### src/rtl/iter_multiplier_pkg.sv
// Shared multiplier constants and helpers: default operand width, the
// "result ready" step value, and the width of the step counter.
package iter_multiplier_pkg;

  localparam int W_DEF = 32;

  typedef enum logic [1:0] {
    PH_LOAD = 2'd0,
    PH_STEP = 2'd1,
    PH_HOLD = 2'd2
  } mul_phase_e;

  // Step value at which the product is complete and held.
  function automatic int mul_done(input int w);
    return w + 1;
  endfunction

  // Width of a counter that must reach w+1.
  function automatic int s_width(input int w);
    return $clog2(w + 2);
  endfunction

  localparam int MUL_DONE = mul_done(W_DEF);

endpackage

### src/rtl/iter_multiplier_mul_step.sv
// One shift-add step: adds or subtracts the selected partial product to the
// upper half of the product register, with sign extension when signed.
module iter_multiplier_mul_step #(
  parameter int W = 32
) (
  input  logic         u,
  input  logic         sub,
  input  logic [W-1:0] hi,
  input  logic [W-1:0] a,
  output logic [W:0]   sum
);

  logic [W:0] hi_ext;
  logic [W:0] a_ext;

  always_comb begin
    hi_ext = {u & hi[W-1], hi};
    a_ext  = {u & a[W-1], a};
    sum    = sub ? (hi_ext - a_ext) : (hi_ext + a_ext);
  end

endmodule

### src/rtl/iter_multiplier.sv
// Iterative signed/unsigned multiplier, one partial product per clock.
// Shares the run/stall handshake of the iterative divider.
module iter_multiplier
  import iter_multiplier_pkg::*;
#(
  parameter int W = W_DEF
) (
  input  logic           clk,
  input  logic           rst,
  input  logic           run,
  input  logic           u,
  input  logic [W-1:0]   x,
  input  logic [W-1:0]   y,
  output logic           stall,
  output logic [2*W-1:0] z
);

  localparam int            SW     = s_width(W);
  localparam logic [SW-1:0] S_DONE = SW'(mul_done(W));
  localparam logic [SW-1:0] S_LAST = SW'(W);

  logic [SW-1:0]  s_q, s_d;
  logic [2*W-1:0] p_q, p_d;
  mul_phase_e     phase;
  logic [W-1:0]   a;
  logic           sub;
  logic [W:0]     sum;

  always_comb begin
    phase = PH_STEP;
    if (s_q == '0) begin
      phase = PH_LOAD;
    end else if (s_q == S_DONE) begin
      phase = PH_HOLD;
    end
  end

  // The multiplicand MSB has weight -2^(W-1) when signed, so the last step subtracts.
  assign a   = p_q[0] ? y : '0;
  assign sub = u & (s_q == S_LAST);

  iter_multiplier_mul_step #(.W(W)) u_step (
    .u   (u),
    .sub (sub),
    .hi  (p_q[2*W-1:W]),
    .a   (a),
    .sum (sum)
  );

  always_comb begin
    s_d = s_q;
    p_d = p_q;
    if (!run) begin
      s_d = '0;
    end else if (phase != PH_HOLD) begin
      s_d = s_q + SW'(1);
    end
    case (phase)
      PH_LOAD: p_d = {{W{1'b0}}, x};
      PH_HOLD: p_d = p_q;
      default: p_d = {sum, p_q[W-1:1]};
    endcase
  end

  always_ff @(posedge clk) begin
    if (rst) begin
      s_q <= '0;
      p_q <= '0;
    end else begin
      s_q <= s_d;
      p_q <= p_d;
    end
  end

  assign stall = run & (s_q != S_DONE);
  assign z     = p_q;

endmodule

### config.mk
export PLATFORM = sky130hd
export DESIGN_NAME = iter_multiplier
export DESIGN_NICKNAME = d
export VERILOG_FILES = /design/src/rtl/iter_multiplier_pkg.sv /design/src/rtl/iter_multiplier_mul_step.sv /design/src/rtl/iter_multiplier.sv
export SDC_FILE = /design/constraint.sdc
export NUM_CORES = 1
export LEC_CHECK = 0
export BUFFER_PORTS_ARGS = -buffer_cell sky130_fd_sc_hd__buf_2
export CAP_MARGIN = 20
export CORE_MARGIN = 2
export CORE_UTILIZATION = 31
export DETAILED_ROUTE_END_ITERATION = 10
export GPL_TIMING_DRIVEN = 0
export PLACE_DENSITY = 0.52
export SETUP_SLACK_MARGIN = 0.15
export SLEW_MARGIN = 40
export SYNTH_ARGS = -nofsm -noshare
export SYNTH_HDL_FRONTEND = slang
export SYNTH_HIERARCHICAL = 1
export SYNTH_SLANG_ARGS = --single-unit
### constraint.sdc
create_clock -name clk -period 12.6 [get_ports clk]
set_clock_uncertainty 0.15 [all_clocks]
set_input_delay 2.52 -clock clk [delete_from_list [all_inputs] [get_ports clk]]
set_output_delay 2.52 -clock clk [all_outputs]
set_load 0.02 [all_outputs]
# [Word level (Yosys, flattened, before mapping)]
# Cells that the tools add are included.
[totals] register_bits=70 inputBits=68 elab_cells=23
[classes] n_addsub=3 eq_ne=5 mux=5 bitwise=5 n_reduce_logical=3
[op_table] operator="case mux 64 bit (2 select lines)" count=1
[op_table] operator="adder 33 bit" count=1
[op_table] operator="2-to-1 mux 33 bit" count=1
[op_table] operator="subtractor 33 bit" count=1
[op_table] operator="2-to-1 mux 32 bit" count=1
[op_table] operator="== test 6 bit, second input constant" count=2
[op_table] operator="adder 6 x 1 -> 6 bit, second input constant" count=1
[op_table] operator="logical NOT 6 bit" count=1
[op_table] operator="inequality test 6 bit, second input constant" count=1
[op_table] operator="AND 1 bit" count=4
[op_table] operator="2-to-1 mux 2 bit" count=2
[op_table] operator="== test 2 bit, second input constant" count=1
[op_table] operator="logical NOT 2 bit" count=1
[op_table] operator="inequality test 2 bit, second input constant" count=1
[op_table] operator="OR reduction 2 bit" count=1
[op_table] operator="inverter 1 bit" count=1

# [Depth between registers and ports, before layout]
[depth] depth_word=5 ltp_mapped=21 depth_no_buf=18

# [Cells and area by module]
# Netlist, hierarchy kept.
[by_module_without_submodules] module="iter_multiplier" instances=1 cells_each=411 area_each_um2=3533.4 seq_area_each_um2=1401.3
[by_module_without_submodules] module="iter_multiplier_mul_step" instances=1 cells_each=378 area_each_um2=2560.0 seq_area_each_um2=0.0

# [Worst setup path before layout]
# No wires, ideal clock.
[synth_timing] kind="in2reg" from="input y[20]" to="register p_q[62], in the netlist z[62]" arrival_ns=5.792 t_required_ns=12.380 path_slack_ns=6.588 path_stages=16 path_buffers=1 cell_sequence="and2_1 > or4_4 > or4_4 > nor3b_4 > a31oi_1 > xnor2_1 > ha_1 > clkbuf_1 > a21o_1 > a21o_1 > a21oi_1 > mux2i_1 > nand2_1 > a311oi_1 > o21ai_0 > a21oi_1"
[synth_via] elab_chain_len=4 elab_cells_between_ends=5
[synth_rtl] item="start, declared" line_no="iter_multiplier.sv:13" rtl="input logic [W-1:0] y,"
[synth_rtl] item="2-to-1 mux 32 bit (*)" line_no="iter_multiplier.sv:39" rtl="assign a = p_q[0] ? y : '0;"
[synth_rtl] item="adder 33 bit / subtractor 33 bit (equally long branches)" line_no="iter_multiplier_mul_step.sv:19" rtl="sum = sub ? (hi_ext - a_ext) : (hi_ext + a_ext);"
[synth_rtl] item="2-to-1 mux 33 bit (*)" line_no="iter_multiplier_mul_step.sv:19"
[synth_rtl] item="via sum[31]" line_no="iter_multiplier.sv:27" rtl="logic [W:0] sum;"
[synth_rtl] item="case mux 64 bit (2 select lines) (*)" line_no="iter_multiplier.sv:58" rtl="case (phase)"
[synth_rtl] item="end signal, assigned" line_no="iter_multiplier.sv:71" rtl="p_q <= p_d;"
[synth_rtl] item="end, declared" line_no="iter_multiplier.sv:23" rtl="logic [2*W-1:0] p_q, p_d;"
# Mark *: on every way through the listed nets, which the timed path passes. The rest lies on a longest branch.
# A chain may end at the register's enable or synchronous reset.

# [Final worst setup path]
[layout_timing] from="input y[8]" to="register p_q[63], in the netlist z[63]"
[layout_via] elab_chain_len=4 elab_cells_between_ends=5
[layout_rtl] item="2-to-1 mux 32 bit (*)" line_no="iter_multiplier.sv:39"
[layout_rtl] item="via a[8]" line_no="iter_multiplier.sv:25" rtl="logic [W-1:0] a;"
[layout_rtl] item="adder 33 bit / subtractor 33 bit (equally long branches)" line_no="iter_multiplier_mul_step.sv:19"
[layout_rtl] item="2-to-1 mux 33 bit (*)" line_no="iter_multiplier_mul_step.sv:19"
[layout_rtl] item="via sum[32]" line_no="iter_multiplier.sv:27"
[layout_rtl] item="case mux 64 bit (2 select lines) (*)" line_no="iter_multiplier.sv:58"
# Marks and branches as above.

==> summary.md <==
| Metric | Value |
|---|---|
| Outcome | `completed` |
| Final cycle utilization of the critical path | `0.521` |
| Synthesis-stage register bit count | `70` |
| Fraction of layout cells with a size suffix above 1 | `0.218` |
| Max_cap viols | `0` |
| ANT nets after route | `0` |
| CTS H-tree depth | `3` |
| Fin. Hold Viols | `0` |
| Largest net degree at the start of global routing | `14` |
| All-Layer GR Usage | `0.195` |
| Largest area contributor in the netlist | `dfxtp_1` |
| Critical Path AT | `6680 ps` |
| Clock slew at reported path FFs | `60 ps` |
| Drt total wl | `roughly 20 mm` |
| RSZ-0062 raised after global routing | `false` |
| Fmax | `152 MHz` |
| Worst slew pin tran | `777 ps` |
| GPL Wtd Cong | `~0.87` |
| WHS Path Cells | `2` |
| Cts hold-fix bufs | `0` |
| Via density per instance | `5.41` |
| Post-Syn Area | `0.00609 sq mm` |
| Dpl cells | `roughly 1200` |
| Top post-synthesis cells by area | `dfxtp_1, ha_1, o21ai_0, xnor2_1, a21oi_1` |
| Combinational share of power | `0.347` |
| Leading register cell type out of synthesis | `dfxtp_1` |
| Initial core utilization | `0.314` |
| Worst IR drop on VDD | `55.4 uV` |
| Total die area | `0.0208 sq mm` |
| Worst Path Required | `12720 ps` |
| CP max FO | `10` |
| Sw frac | `0.374` |
| Nets | `about 1000` |
| Seq/Total Area, Yosys | `0.230` |
| DRT iter0 DRCs | `between 300 and 400` |
| Post CTS Setup Buffer Count | `0` |
| Clock tree buffer depth | `2` |
| Yosys top cell area share | `0.230` |
| Slew Viols, Final | `0` |
| Cells after Synth | `789` |
| Die Y | `144 microns` |
| Vias in the first global route | `6088` |
| Vias after detailed routing | `6505` |
| Final setup fails | `0` |
| Worst R2R Path Depth | `17` |
| Final routed DRC violation total | `0` |
| Final Non-Filler Cells | `~1200` |
| Syn Nets | `approximately 890` |
| DIE WIDTH | `144 microns` |
| First-pass GRT wire length | `approximately 32 mm` |
| Net Sw Power | `0.287 mW` |
| Internal reg-to-reg setup slack | `7250 ps` |
| PwrDens | `between 100 and 150 mW/mm^2` |
| Crit end category | `flop` |
| Synth cell count leaders | `o21ai_0, a21oi_1, dfxtp_1, xnor2_1, clkbuf_1` |
| Root Driver | `clkbuf_16` |
| IO Port Bufs | `132` |
| Diodes inserted | `0` |
| Worst Hold Class | `flop to flop` |
| Number of core rows | `51` |
| Setup tns final | `0 ps` |
| Flop pwr share | `0.326` |
| FF-to-FF Start | `s_q[2]` |
| HPWL Detailed | `~16 mm` |
| Top-count cell post-synth | `o21ai_0` |
| 1st-pass router iterations | `5` |
| Layout area overhead | `21.0%` |
| Leak | `2.90 nW` |
| R2R Path End | `z[57]` |
| Slew HR | `0.482` |
| Final Critical Period | `6560 ps` |
| Fraction of registers with async set/reset | `0` |
| Core Box Area | `0.0194 sq mm` |
| Initial antenna violation count | `0` |
| Post-synth cell types | `63` |
| Synth warn | `6` |
| Grt total ovfl | `0` |
| Hold EP | `z[53]` |
| Cts bufs inserted | `9` |
| Internal | `about 0.48 mW` |
| Clock latency on the worst-skew pair | `340 ps` |
| Io pins | `133` |
| Clk pwr share | `0.327` |
| Cts repair resizes | `0` |
| CP Launch Type | `input pin` |
| Critical path class | `input pin to flop` |
| HP Start | `z[53]` |
| CTS tree | `built` |
| Post-synth EDFFs | `0` |
| Wire per inst | `approximately 17 microns` |
| Clock sink count | `70` |
| Synth Area per Inst | `7.72 sq um` |
-- through the flow --
stage               power [mW]  hold WS, ps  area (sq um)   util  setup WS [ps]
finish                   0.767          343          7370  0.380           6040
CTS                      0.771          342          7370  0.380           6140
floorplan                0.444          324          6090      -           6590
global placement         0.520          327          7090  0.365           5750
detailed placement       0.519          326          7090  0.365           5790
global route             0.809          353          7370  0.380           5670
-- cell usage in the layout (no fill, tap or decap), types with 9 or more instances in the layout --
| cell type | instances |
|---|---|
| a211oi_1 | 33 |
| clkbuf_16 | 9 |
| o21a_1 | 12 |
| and2_1 | 35 |
| inv_1 | 20 |
| nand3_1 | 44 |
| nor3_2 | 30 |
| a31oi_1 | 9 |
| clkbuf_1 | 47 |
| dfxtp_1 | 70 |
| buf_2 | 140 |
| a32oi_1 | 32 |
| nor2_1 | 34 |
| o21ai_0 | 86 |
| a21oi_1 | 85 |
| nand2_1 | 25 |
| ha_1 | 36 |
| xnor2_1 | 49 |
| nor3_1 | 23 |
| xor2_1 | 12 |
| a21o_1 | 12 |
-- power by group through the flow --
stage          clock [mW]  combinational [mW]  sequential (mW)
2_1_floorplan           0               0.177            0.267
3_3_place_gp            0               0.265            0.255
5_1_grt             0.263               0.294            0.252
6_report            0.251               0.266            0.250
4_1_cts             0.255               0.266            0.250
3_5_place_dp            0               0.264            0.255
-- routing by layer --
layer  wire length [microns]  track usage  part of all wire  up-vias
li1                        -            -                 -     3236
met4                     315       0.0583             0.015        0
met5                       0            0                 0        -
met2                    9370        0.313              0.46      184
met3                     786       0.0232             0.039       20
met1                    9900        0.275              0.49     3065
-- worst max-delay path by stage --
stage,start,end,slack [ps],cells after the start
2_1_floorplan,y[20],z[62],6590,16
3_3_place_gp,y[6],z[57],5750,15
3_5_place_dp,y[8],z[63],5790,20
4_1_cts,y[6],z[57],6140,15
5_1_grt,y[8],z[63],5670,20
6_report,y[8],z[63],6040,20
-- critical path: stages --
cell	delay, ps
buf_2	90
and2_1	190
nor3_1	370
and3_1	210
clkbuf_1	220
and3_1	260
nand2_1	120
nor2_1	420
a21oi_1	150
xnor2_1	160
ha_1	260
clkbuf_1	220
a21o_1	230
a21o_1	180
a221oi_1	330
a21oi_1	120
a31oi_1	230
xnor2_1	150
o21ai_0	100
a21oi_1	150
-- layout make-up --
class                           count  area, sq um
Inverter                           21         78.8
Clock buffer                       10          239
Fill cell                        2133        12000
Clock inverter                      6         46.3
Buffer                             62          284
Sequential cell                    70         1400
Timing Repair Buffer              132          661
Multi-Input combinational cell    636         4330
Tap cell                          265          332
-- kinds of logic (layout without fill, tap and decap cells) --
logic type,Yosys count,count (layout),synth area share
flip-flops,70,70,0.230
XOR/XNOR,61,61,0.0877
multiplexers,3,3,0.00493
adder cells (fa/ha/maj),37,37,0.0772
AND/OR/NAND/NOR,234,234,0.231
buffers and inverters,83,231,0.0595
AO/OA/AOI/OAI,301,301,0.310
-- state kept, by name, indices dropped and copies added, names as in the netlist --
signal	flops
z	64
s_q	6
Power figures use the tool's default switching activity.
